$ cat src/rtl/seq_rotate_lr_pkg.sv
// Shared encodings for the sequential left/right rotator: FSM states and direction codes.
package seq_rotate_lr_pkg;

  typedef enum logic [1:0] {
    S_IDLE  = 2'd0,
    S_SHIFT = 2'd1,
    S_DONE  = 2'd2
  } state_e;

  localparam logic DIR_LEFT  = 1'b0;
  localparam logic DIR_RIGHT = 1'b1;

endpackage

$ cat src/rtl/seq_rotate_lr_rot_step.sv
// One-position rotate in either direction; purely combinational, one mux per bit.
module rot_step
  import seq_rotate_lr_pkg::*;
#(
  parameter int WIDTH = 8
) (
  input  logic [WIDTH-1:0] din,
  input  logic             dir,
  output logic [WIDTH-1:0] dout
);

  // Bit i takes its upper neighbour when rotating right, its lower neighbour when rotating left.
  for (genvar i = 0; i < WIDTH; i++) begin : g_bit
    assign dout[i] = (dir == DIR_RIGHT) ? din[(i + 1) % WIDTH] : din[(i + WIDTH - 1) % WIDTH];
  end

endmodule

$ cat src/rtl/seq_rotate_lr.sv
// Multi-cycle rotator: one bit position per clock, start/done handshake, r holds the result.
module seq_rotate_lr
  import seq_rotate_lr_pkg::*;
#(
  parameter int WIDTH = 8,
  parameter int AW    = 3
) (
  input  logic             clk,
  input  logic             reset,
  input  logic             start,
  input  logic [WIDTH-1:0] a,
  input  logic [AW-1:0]    amt,
  input  logic             rr,
  output logic             ready,
  output logic             done,
  output logic [WIDTH-1:0] r
);

  state_e           state, state_nxt;
  logic [AW-1:0]    count;
  logic             dir;
  logic [WIDTH-1:0] r_step;
  logic             accept;

  rot_step #(.WIDTH(WIDTH)) u_step (
    .din  (r),
    .dir  (dir),
    .dout (r_step)
  );

  assign ready  = (state == S_IDLE) || (state == S_DONE);
  assign done   = (state == S_DONE);
  assign accept = start && ready;

  always_comb begin
    state_nxt = S_IDLE;
    case (state)
      S_IDLE:  state_nxt = accept ? ((amt != '0) ? S_SHIFT : S_DONE) : S_IDLE;
      S_SHIFT: state_nxt = (count == AW'(1)) ? S_DONE : S_SHIFT;
      // DONE may accept back-to-back; otherwise it lasts exactly one cycle.
      S_DONE:  state_nxt = accept ? ((amt != '0) ? S_SHIFT : S_DONE) : S_IDLE;
      default: state_nxt = S_IDLE;
    endcase
  end

  always_ff @(posedge clk) begin
    if (reset) begin
      state <= S_IDLE;
      r     <= '0;
      count <= '0;
      dir   <= DIR_LEFT;
    end else begin
      state <= state_nxt;
      if (accept) begin
        r     <= a;
        count <= amt;
        dir   <= rr;
      end else if (state == S_SHIFT) begin
        // SHIFT is only entered with count >= 1, so this never wraps.
        r     <= r_step;
        count <= count - AW'(1);
      end
    end
  end

endmodule

$ cat config.mk
export PLATFORM = sky130hd
export DESIGN_NAME = seq_rotate_lr
export DESIGN_NICKNAME = d
export VERILOG_FILES = /design/src/rtl/seq_rotate_lr_pkg.sv /design/src/rtl/seq_rotate_lr_rot_step.sv /design/src/rtl/seq_rotate_lr.sv
export SDC_FILE = /design/constraint.sdc
export NUM_CORES = 1
export LEC_CHECK = 0
export CORE_UTILIZATION = 30
export CTS_CLUSTER_SIZE = 20
export DETAILED_ROUTE_END_ITERATION = 10
export GPL_TIMING_DRIVEN = 0
export MAX_ROUTING_LAYER = met4
export PLACE_DENSITY_LB_ADDON = 0.2
export SLEW_MARGIN = 0
export SYNTH_ARGS = -nofsm -noshare
export SYNTH_HDL_FRONTEND = slang
export SYNTH_HIERARCHICAL = 1
export SYNTH_SLANG_ARGS = --single-unit
$ cat constraint.sdc
create_clock -name clk -period 1.5 [get_ports clk]
set_clock_uncertainty 0.1 [all_clocks]
set_input_delay 0.3 -clock clk [delete_from_list [all_inputs] [get_ports clk]]
set_output_delay 0.3 -clock clk [all_outputs]
set_load 0.02 [all_outputs]
==> key figures, run 1 <==
Run status
  • Status: complete, no violations

Detailed routing
  • DR top layer: met4
  • WL met1: 910 um
  • Vias per Instance: 5.268
  • Routed Antenna Nets: 0
  • Drt wl/cell: 14.43 um
  • Post-Route WL: 1.992 mm
  • DRC errors left: 0
  • Drt initial violations: 19
  • Met3 wire length: 130 um
  • Routed vias: 727
  • DR pass1 iterations: 4
  • Met2 routed WL: 912 um

Logic synthesis
  • Area leader, netlist: dfxtp_1
  • Top cells by area, synth: dfxtp_1 (37%), mux2_4 (16%), nor3_1 (11%), o22ai_1 (6.5%), ha_1 (3.3%)
  • Distinct cell type count after synthesis: 25
  • Ys Warns: 6
  • Mapped cell area: 767.0 um2
  • Count leader, synth: nor3_1
  • Post-Syn Nets: 100
  • Synthesized instance count: 83
  • EDFF count, synth: 0
  • Asr flop ratio synth: 0%
  • Top cell type's share of synthesized area: 36.54%
  • Post-synthesis sequential area ratio: 36.54%
  • FF+latch count, synth: 14
  • Avg Cell Area, Syn: 9.241 um2
  • Top FF cell, synth: dfxtp_1
  • Most frequent cells after synthesis: nor3_1 (17), dfxtp_1 (14), mux2_4 (8), o22ai_1 (8), inv_1 (5)

Critical path
  • Worst setup SP type: flop
  • WP data required: 1100 ps
  • Crit. End Element: output pin
  • Crit Path Class: flop to output pin
  • Critical Path Fanout Max: 4
  • Crit path DAT: 1040 ps
  • CP Cell Sequence: dlygate4sd2_1
  • Largest stage delay on the critical path: 400 ps
  • Crit path buf inv count: 1
  • CP max stage cell: dfxtp_1
  • Crit-path leading delay family: flip-flops

STA
  • Fin. max-slew vios: 0
  • Fmax: 0.6933 GHz
  • RSZ-0062 raised after global routing: no
  • Worst-Margin Slew: 460.7 ps
  • Finish-stage setup viols: 0
  • Period minus WS final: 1442 ps
  • Slew HR: 69.28%
  • Final hold slack: 369.8 ps
  • Final worst-path cycle share: 96.16%
  • Hold Fails Final Rpt: 0

Global route
  • Overall Global Routing Usage: 16.21%
  • Vias in the first global route: 668
  • Global-route wire length before repair: 3.132 mm
  • Initial antenna violation count: 0
  • Pin count of the biggest net entering global routing: 11
  • Grt total ovfl: 0

Die
  • DIE WIDTH: 52.57 um
  • Initial core utilization: 33.08%
  • I/O Pins: 25
  • DIE AREA: 2763 um2
  • Core footprint: 2318 um2
  • FP Rows: 17
  • Height of the die: 52.57 um

Placement
  • RePlAce Congestion: 0.7608
  • Detailed placement HPWL: 1.397 mm
  • PortBufs: 24
  • Dpl cells: 135

Layout
  • Fill count: 229
  • Fin nets: 129
  • Finished Layout Cells: 138
  • Layout cells sized above 1: 17.27%
  • Final Util: 45.49%
  • Area used by multi-input combinational logic: 430.4 um2
  • Area Growth Syn to Fin: 37.52%
  • Diodes inserted: 0
  • Register area: 281.5 um2

Clock tree
  • Cts hold-fix bufs: 0
  • CTS Buffer Depth: 2
  • CTS Buf Count: 3
  • Clock Latency Late Sink: 280 ps
  • CTS tree: built
  • Root Buffer: clkbuf_4
  • Clk pin slew, worst setup/hold paths: 80 ps
  • H-tree depth: 1
  • Clock Sinks: 14

Pwr
  • PD cells: 970.4 nW/um2
  • Worst IR drop on VDD: 0.5085 mV
  • Leak Pwr: 0.4425 nW

Run
  • Max Cap Viol: 0

Worst hold path
  • Hold Path Class: flop to flop
[worst min-delay path, delay by kind of cell, from the launching register on]
kind,cells,cell delay [ps]
compound gates,1,50
flops,1,320
simple gates,1,50
[layout by cell type, fill, tap and decap left out, types with 2 or more instances in the layout]
| cell type | count |
|---|---|
| buf_4 | 3 |
| nand2b_1 | 2 |
| clkdlybuf4s50_1 | 14 |
| a21oi_1 | 4 |
| inv_1 | 5 |
| nand2_1 | 2 |
| ha_1 | 2 |
| a32oi_1 | 2 |
| o22ai_1 | 8 |
| nor3_1 | 17 |
| nand3_1 | 2 |
| clkbuf_4 | 3 |
| dlygate4sd2_1 | 9 |
| mux2_4 | 8 |
| nor2_1 | 2 |
| dfxtp_1 | 13 |
[metrics by stage]
step / worst slack, ps / power [mW] / instance area, um2 / setup TNS (ps)
2_1_floorplan: 298.1 / 0.6869 / 767.0 / 0
4_1_cts: 9.708 / 1.029 / 1054 / 0
6_report: 57.63 / 1.024 / 1055 / 0
5_1_grt: 14.93 / 1.071 / 1055 / 0
3_3_place_gp: -205.7 / 0.8236 / 1042 / -2180
3_5_place_dp: -231.2 / 0.8310 / 1042 / -2399
[path summary, 6_finish.rpt]
path / end / startpoint / cells after the start / slack [ps]
max: r[6] / r[6] / 1 / 60
min: dir / dir / 2 / 370
max reg2reg: r[6] / state[1] / 4 / 220
min reg2reg: dir / dir / 2 / 370
[registers in the layout (all words and copies together), names as in the netlist]
name and cells:
r 8, count 3, state 2, dir 1
[logic make-up (layout without fill, tap and decap cells)]
| family | Yosys count | after routing | synth area share (%) |
|---|---|---|---|
| adder cells (fa/ha/maj) | 2 | 2 | 3.262 |
| multiplexers | 9 | 9 | 16.97 |
| AND/OR/NAND/NOR | 28 | 28 | 18.92 |
| AO/OA/AOI/OAI | 19 | 19 | 16.31 |
| buffers and inverters | 11 | 38 | 7.992 |
| flip-flops | 14 | 14 | 36.54 |
[metal layers]
metal  global-route usage [%]  vias up
li1                         -      357
met1                    19.86      340
met2                    25.53       25
met3                    3.768        5
met4                    6.579        0
met5                        -        -
[what timing repair did]
action / in CTS / in global routing
resized for setup: 11 / 3
setup endpoints to repair: 10 / 3
setup buffers: 0 / 0
[report_power, final]
group	leakage, nW	switching [mW]	internal (mW)
Sequential	0.116	0.0419	0.414
Clock	0.0138	0.124	0.0933
Combinational	0.313	0.167	0.182
Total	0.443	0.334	0.690
[final cells by class]
| cell class | count | area share [%] |
|---|---|---|
| multi-input combinational | 58 | 40.81 |
| sequential | 14 | 26.69 |
| timing repair buffer | 24 | 21.23 |
| buffer | 6 | 4.033 |
| tap | 28 | 3.321 |
| clock buffer | 3 | 2.135 |
| inverter | 5 | 1.779 |
Power figures use the tool's default switching activity.
==> inputs of run 2 (changes only) <==
--- a/config.mk
+++ b/config.mk
@@ -5,10 +5,10 @@
 export SDC_FILE = /design/constraint.sdc
 export NUM_CORES = 1
 export LEC_CHECK = 0
+export CAP_MARGIN = 40
 export CORE_UTILIZATION = 30
 export CTS_CLUSTER_SIZE = 20
 export DETAILED_ROUTE_END_ITERATION = 10
-export GPL_TIMING_DRIVEN = 0
 export MAX_ROUTING_LAYER = met4
 export PLACE_DENSITY_LB_ADDON = 0.2
 export SLEW_MARGIN = 0
==> run 2 against run 1 <==
- final area grew 8.1%
- final cell count rose by 6.5%
- critical endpoint is now r[1]
- worst hold slack lost 1.6 ps
- critical path depth is the same
- critical path type unchanged
- routed wire length is 5.8% lower
- core utilization rose by 3.7 points
- sequential share of layout area down 2.1 points
- maximum frequency is 1.3% higher
- largest cell class unchanged
==> key figures, run 2 (synthesis results as in run 1) <==
Run status
  • Status: complete, no violations

Pwr
  • Worst IR drop on VDD: 0.5454 mV (+7.3%)
  • Power, Total: 1.115 mW (+8.9%)
  • Leak Pwr: 0.4900 nW (+11%)
  • PD cells: 978.0 nW/um2 (+0.78%)

Critical path
  • Crit path buf inv count: 1 (unchanged)
  • Crit-path leading delay family: flip-flops
  • Worst setup SP type: flop
  • Crit path DAT: 1020 ps (-20 ps)
  • Largest stage delay on the critical path: 390 ps (about the same)
  • CP max stage cell: dfxtp_1
  • Crit Path Class: flop to output pin
  • Crit. End Element: output pin
  • WP data required: 1100 ps (about the same)
  • CP Cell Sequence: dlygate4sd2_1
  • Critical Path Fanout Max: 4 (unchanged)

STA
  • RSZ-0062 raised after global routing: no
  • Hold Fails Final Rpt: 0 (unchanged)
  • Finish-stage setup viols: 0 (unchanged)
  • Setup TNS: 0 ps (unchanged)
  • Fin. max-slew vios: 0 (unchanged)
  • Final worst-path cycle share: 94.90% (-1.3 points)
  • Slew HR: 74.45% (+5.2 points)
  • Period minus WS final: 1424 ps (-18.86 ps)
  • Worst-Margin Slew: 383.2 ps (-77.53 ps)
  • Fmax: 0.7025 GHz (+1.3%)

Die
  • Core footprint: 2318 um2 (unchanged)
  • DIE WIDTH: 52.57 um (unchanged)
  • Initial core utilization: 33.08% (unchanged)
  • Height of the die: 52.57 um (unchanged)
  • FP Rows: 17 (unchanged)
  • DIE AREA: 2763 um2 (unchanged)
  • I/O Pins: 25 (unchanged)

Run
  • Max Cap Viol: 0 (unchanged)

Global route
  • Overall Global Routing Usage: 15.61% (-0.60 points)
  • Global-route wire length before repair: 2.953 mm (-5.7%)
  • Grt total ovfl: 0 (unchanged)
  • Vias in the first global route: 646 (-3.3%)
  • Initial antenna violation count: 0 (unchanged)
  • Pin count of the biggest net entering global routing: 13 (+2)

Placement
  • PortBufs: 24 (unchanged)
  • Detailed placement HPWL: 1.383 mm (-0.99%)
  • RePlAce Congestion: 0.8316 (+9.3%)
  • Dpl cells: 143 (+5.9%)

Worst hold path
  • Hold Path Class: flop to flop

Layout
  • Reg with most FFs: r
  • Commonest cells after routing, fill and taps aside: nor3_1 (17), dfxtp_1 (14), clkdlybuf4s50_1 (14)
  • Layout cells sized above 1: 23.53% (+6.3 points)
  • Fill count: 228 (-0.44%)
  • Most common cell after layout, fill and taps aside: nor3_1
  • Area Growth Syn to Fin: 48.61%
  • Leading registers by flop count: r (8), count (3), state (2)
  • Finished Layout Cells: 147 (+6.5%)
  • Fin nets: 137 (+6.2%)
  • Diodes inserted: 0 (unchanged)
  • Max reg flops: 8 (unchanged)

Detailed routing
  • Routed Antenna Nets: 0 (unchanged)
  • Drt initial violations: 17 (-2)
  • DR pass1 iterations: 4 (unchanged)
  • Vias per Instance: 4.857 (-7.8%)
  • Drt wl/cell: 12.77 um (-12%)
  • Routed vias: 714 (-1.8%)
  • Post-Route WL: 1.877 mm (-5.8%)
  • DRC errors left: 0 (unchanged)

Clock tree
  • Clock Latency Late Sink: 280 ps (about the same)
  • Cts hold-fix bufs: 0 (unchanged)
  • H-tree depth: 1 (unchanged)
  • Clock Sinks: 14 (unchanged)
  • Root Buffer: clkbuf_4
  • Clk pin slew, worst setup/hold paths: 90 ps (about the same)
  • CTS tree: built
  • CTS Buffer Depth: 2 (unchanged)
  • CTS Buf Count: 3 (unchanged)
[run 2: timing repair]
item	CTS	global route
gates resized for setup	10	4
gates cloned	0	0
setup buffers	0	0
setup endpoints to repair	10	3
[run 2: worst paths after layout]
path                   end  cells past startpoint     start  slack (ps)
setup / recovery      r[1]                      1      r[1]          80
hold / removal    count[1]                      2  count[1]         370
setup reg to reg  count[0]                      4  state[0]         200
hold reg to reg   count[1]                      2  count[1]         370
[run 2: layer usage]
metal  track usage, %  wire length (um)  up-vias
met1            20.63               981      320
li1                 -                 -      379
met3            3.478                67        2
met2            22.15               819       13
met4            7.895                 9        0
met5                -                 0        -
[run 2: per-stage QoR]
stage | worst slack, ps | util, % | hold WS (ps) | instance area (um2)
global route | 11.95 | 49.16 | 385.7 | 1140
finish | 76.49 | 49.16 | 368.2 | 1140
floorplan | 298.1 | - | 279.3 | 767.0
global placement | -34.19 | 48.19 | 354.0 | 1117
CTS | 20.64 | 49.22 | 371.7 | 1141
detailed placement | -74.16 | 48.19 | 357.5 | 1117
[run 2: area by class of cell]
| class | count | area [um2] | area share, % |
|---|---|---|---|
| multi-input cells | 58 | 425.4 | 37.32 |
| clock buffers | 4 | 36.28 | 3.183 |
| repair buffers | 38 | 344.1 | 30.19 |
| inverters | 5 | 18.77 | 1.647 |
| well taps | 28 | 35.03 | 3.074 |
| flip-flops and latches | 14 | 280.3 | 24.59 |
[run 2: power by group]
| group | total [mW] | switching, mW | leakage (nW) | internal [mW] |
|---|---|---|---|---|
| Clock | 0.278 | 0.131 | 0.0210 | 0.148 |
| Sequential | 0.444 | 0.0300 | 0.116 | 0.414 |
| Combinational | 0.393 | 0.180 | 0.353 | 0.213 |
==> inputs of run 3 (changes only) <==
--- a/config.mk
+++ b/config.mk
@@ -11,6 +11,7 @@
 export DETAILED_ROUTE_END_ITERATION = 10
 export MAX_ROUTING_LAYER = met4
 export PLACE_DENSITY_LB_ADDON = 0.2
+export REMOVE_ABC_BUFFERS = 1
 export SLEW_MARGIN = 0
 export SYNTH_ARGS = -nofsm -noshare
 export SYNTH_HDL_FRONTEND = slang
==> constraint.sdc (replaced) <==
create_clock -name clk -period 1.2 [get_ports clk]
set_clock_uncertainty 0.1 [all_clocks]
set_input_delay 0.24 -clock clk [delete_from_list [all_inputs] [get_ports clk]]
set_output_delay 0.24 -clock clk [all_outputs]
set_load 0.02 [all_outputs]
==> run 3 against run 2 <==
- critical path depth is 4 higher
- final cell count is 4.1% higher
- routed wire length increased by 8.6%
- the run now ends with negative setup slack left
- die area unchanged
- via count up 10%
- combinational power grew 51%
- clock power fell by 5%
- highest routed layer unchanged
- worst hold slack improved by 7.6 ps
- sequential power grew 23%
- largest power group is now combinational cells
==> key figures, run 3 (synthesis results as in run 1) <==
STA
  • Slew HR: 85.18% (+11 points)
  • Setup TNS: -222.9 ps (-222.9 ps)
  • Finish-stage setup viols: 11 (+11)
  • Post-route setup slack: -42.05 ps (-118.5 ps)
  • Fmax: 0.8051 GHz
  • Worst-Margin Slew: 220.4 ps (-162.8 ps)
  • Final worst-path cycle share: 103.5%
  • Hold Fails Final Rpt: 0 (unchanged)
  • Fin. max-slew vios: 0 (unchanged)
  • Period minus WS final: 1242 ps
  • RSZ-0062 raised after global routing: yes

Detailed routing
  • DR pass1 iterations: 4 (unchanged)
  • Drt initial violations: 12 (-5)
  • Routed Antenna Nets: 0 (unchanged)
  • Vias per Instance: 5.144 (+5.9%)
  • Routed vias: 787 (+10%)
  • Drt wl/cell: 13.32 um (+4.3%)
  • DRC errors left: 0 (unchanged)
  • Post-Route WL: 2.038 mm (+8.6%)

Global route
  • Vias in the first global route: 782 (+21%)
  • Pin count of the biggest net entering global routing: 16 (+3)
  • Overall Global Routing Usage: 16.46% (+0.85 points)
  • Initial antenna violation count: 0 (unchanged)
  • Global-route wire length before repair: 3.312 mm (+12%)
  • Grt total ovfl: 0 (unchanged)

Critical path
  • Critical Path Fanout Max: 12 (+8)
  • CP Cell Sequence: buf_6, and2b_1, buf_12, a32oi_2, nor2_1
  • Crit Path Class: flop to flop
  • Worst r2r dst: state[1]
  • Crit. End Element: flop
  • Crit path buf inv count: 2 (+1)
  • WP data required: 1270 ps (+170 ps)
  • Largest stage delay on the critical path: 340 ps (-50 ps)
  • Worst r2r src: state[0]
  • Reg2reg path depth: 5 (+1)
  • CP max stage cell: dfxtp_2
  • Crit path DAT: 1310 ps (+290 ps)
  • R2R setup slack: -40 ps (-240 ps)
  • Worst setup SP type: flop
  • Crit-path leading delay family: flip-flops

Placement
  • Detailed placement HPWL: 1.416 mm (+2.4%)
  • Post-place setup slack: -297.2 ps (-223.1 ps)
  • RePlAce Congestion: 0.8091 (-2.7%)
  • PortBufs: 24 (unchanged)

Clock tree
  • CTS Buffer Depth: 2 (unchanged)
  • H-tree depth: 1 (unchanged)
  • Cts hold-fix bufs: 0 (unchanged)
  • Clock Latency Late Sink: 270 ps (about the same)
  • Root Buffer: clkbuf_4
  • CTS tree: built
  • Clk pin slew, worst setup/hold paths: 80 ps (about the same)
  • Clock Sinks: 14 (unchanged)
  • CTS Buf Count: 3 (unchanged)

Layout
  • Commonest cells after routing, fill and taps aside: buf_4 (15), nor3_1 (14), clkdlybuf4s50_1 (13)
  • Area Growth Syn to Fin: 62.64%
  • Diodes inserted: 0 (unchanged)
  • Most common cell after layout, fill and taps aside: buf_4
  • Layout cells sized above 1: 44.00% (+20 points)
  • Max reg flops: 8 (unchanged)
  • Reg with most FFs: r
  • Fill count: 213 (-6.6%)
  • Leading registers by flop count: r (8), count (3), state (2)
  • Fin nets: 144 (+5.1%)

Worst hold path
  • Hold Path End: count[1]
  • Worst Min Path Start: count[1]
  • Hold Path Class: flop to flop
  • Worst Hold Depth: 2 (unchanged)

Pwr
  • Worst IR drop on VDD: 0.5324 mV (-2.4%)
  • Leak Pwr: 0.5484 nW (+12%)
  • PD cells: 1125 nW/um2 (+15%)

Die
  • Initial core utilization: 33.08% (unchanged)
  • FP Rows: 17 (unchanged)
  • Core footprint: 2318 um2 (unchanged)
  • I/O Pins: 25 (unchanged)
  • DIE AREA: 2763 um2 (unchanged)
  • DIE WIDTH: 52.57 um (unchanged)
  • Height of the die: 52.57 um (unchanged)

Run
  • Max Cap Viol: 0 (unchanged)

Run status
  • Status: complete, but fails checks
  • Failing checks: negative setup slack
==> run 3: timing repair <==
action,in CTS,in global routing
gates resized for setup,49,11
setup buffers,0,0
gates cloned,0,1
endpoints found under the setup margin,21,15
endpoints found under the hold margin,0,0
pin swaps,1,2
==> run 3: tightest hold or removal path: stages, from the launching register on <==
cell     delay, ps
dfxtp_1        320
nand3_1         60
a21oi_1         60
==> run 3: how the worst max path moves through the flow <==
| stage | start | end | slack (ps) | depth (start not counted) |
|---|---|---|---|---|
| 2_1_floorplan | dir | r[0] | -120 | 3 |
| 3_3_place_gp | start | r[6] | -280 | 5 |
| 3_5_place_dp | start | r[0] | -300 | 5 |
| 4_1_cts | state[0] | count[0] | -20 | 5 |
| 5_1_grt | state[0] | r[2] | -110 | 5 |
| 6_report | state[0] | state[1] | -40 | 5 |
==> run 3: per-layer routing <==
| layer | GRT usage [%] | share of wire (%) | up-vias |
|---|---|---|---|
| li1 | - | - | 390 |
| met1 | 20.17 | 46 | 379 |
| met2 | 27.22 | 49 | 16 |
| met3 | 2.029 | 3.2 | 2 |
| met4 | 6.579 | 0.93 | 0 |
| met5 | - | 0 | - |
==> run 3: final cells by class <==
| cell class | instances | area [um2] | area share, % |
|---|---|---|---|
| tap | 28 | 35.03 | 2.808 |
| inverter | 5 | 18.77 | 1.505 |
| timing repair buffer | 45 | 405.4 | 32.50 |
| multi-input combinational | 58 | 481.7 | 38.62 |
| clock buffer | 3 | 22.52 | 1.805 |
| sequential | 14 | 284.0 | 22.77 |
==> run 3: power breakdown <==
group / internal (mW) / leakage, nW / total (mW) / switching (mW)
sequential: 0.518 / 0.117 / 0.546 / 0.0282
clock: 0.116 / 0.0138 / 0.263 / 0.147
combinational: 0.325 / 0.418 / 0.594 / 0.269
total: 0.959 / 0.548 / 1.40 / 0.444
==> run 3: stage by stage <==
step / power, mW / hold WS [ps] / cells / util [%] / cell area, um2
2_1_floorplan: 0.8339 / 209.1 / 77 / - / 724.4
3_3_place_gp: 1.122 / 358.3 / 149 / 51.21 / 1187
3_5_place_dp: 1.127 / 364.3 / 149 / 51.21 / 1187
4_1_cts: 1.372 / 375.6 / 152 / 51.38 / 1191
5_1_grt: 1.484 / 421.2 / 153 / 53.80 / 1247
6_report: 1.404 / 375.8 / 153 / 53.80 / 1247
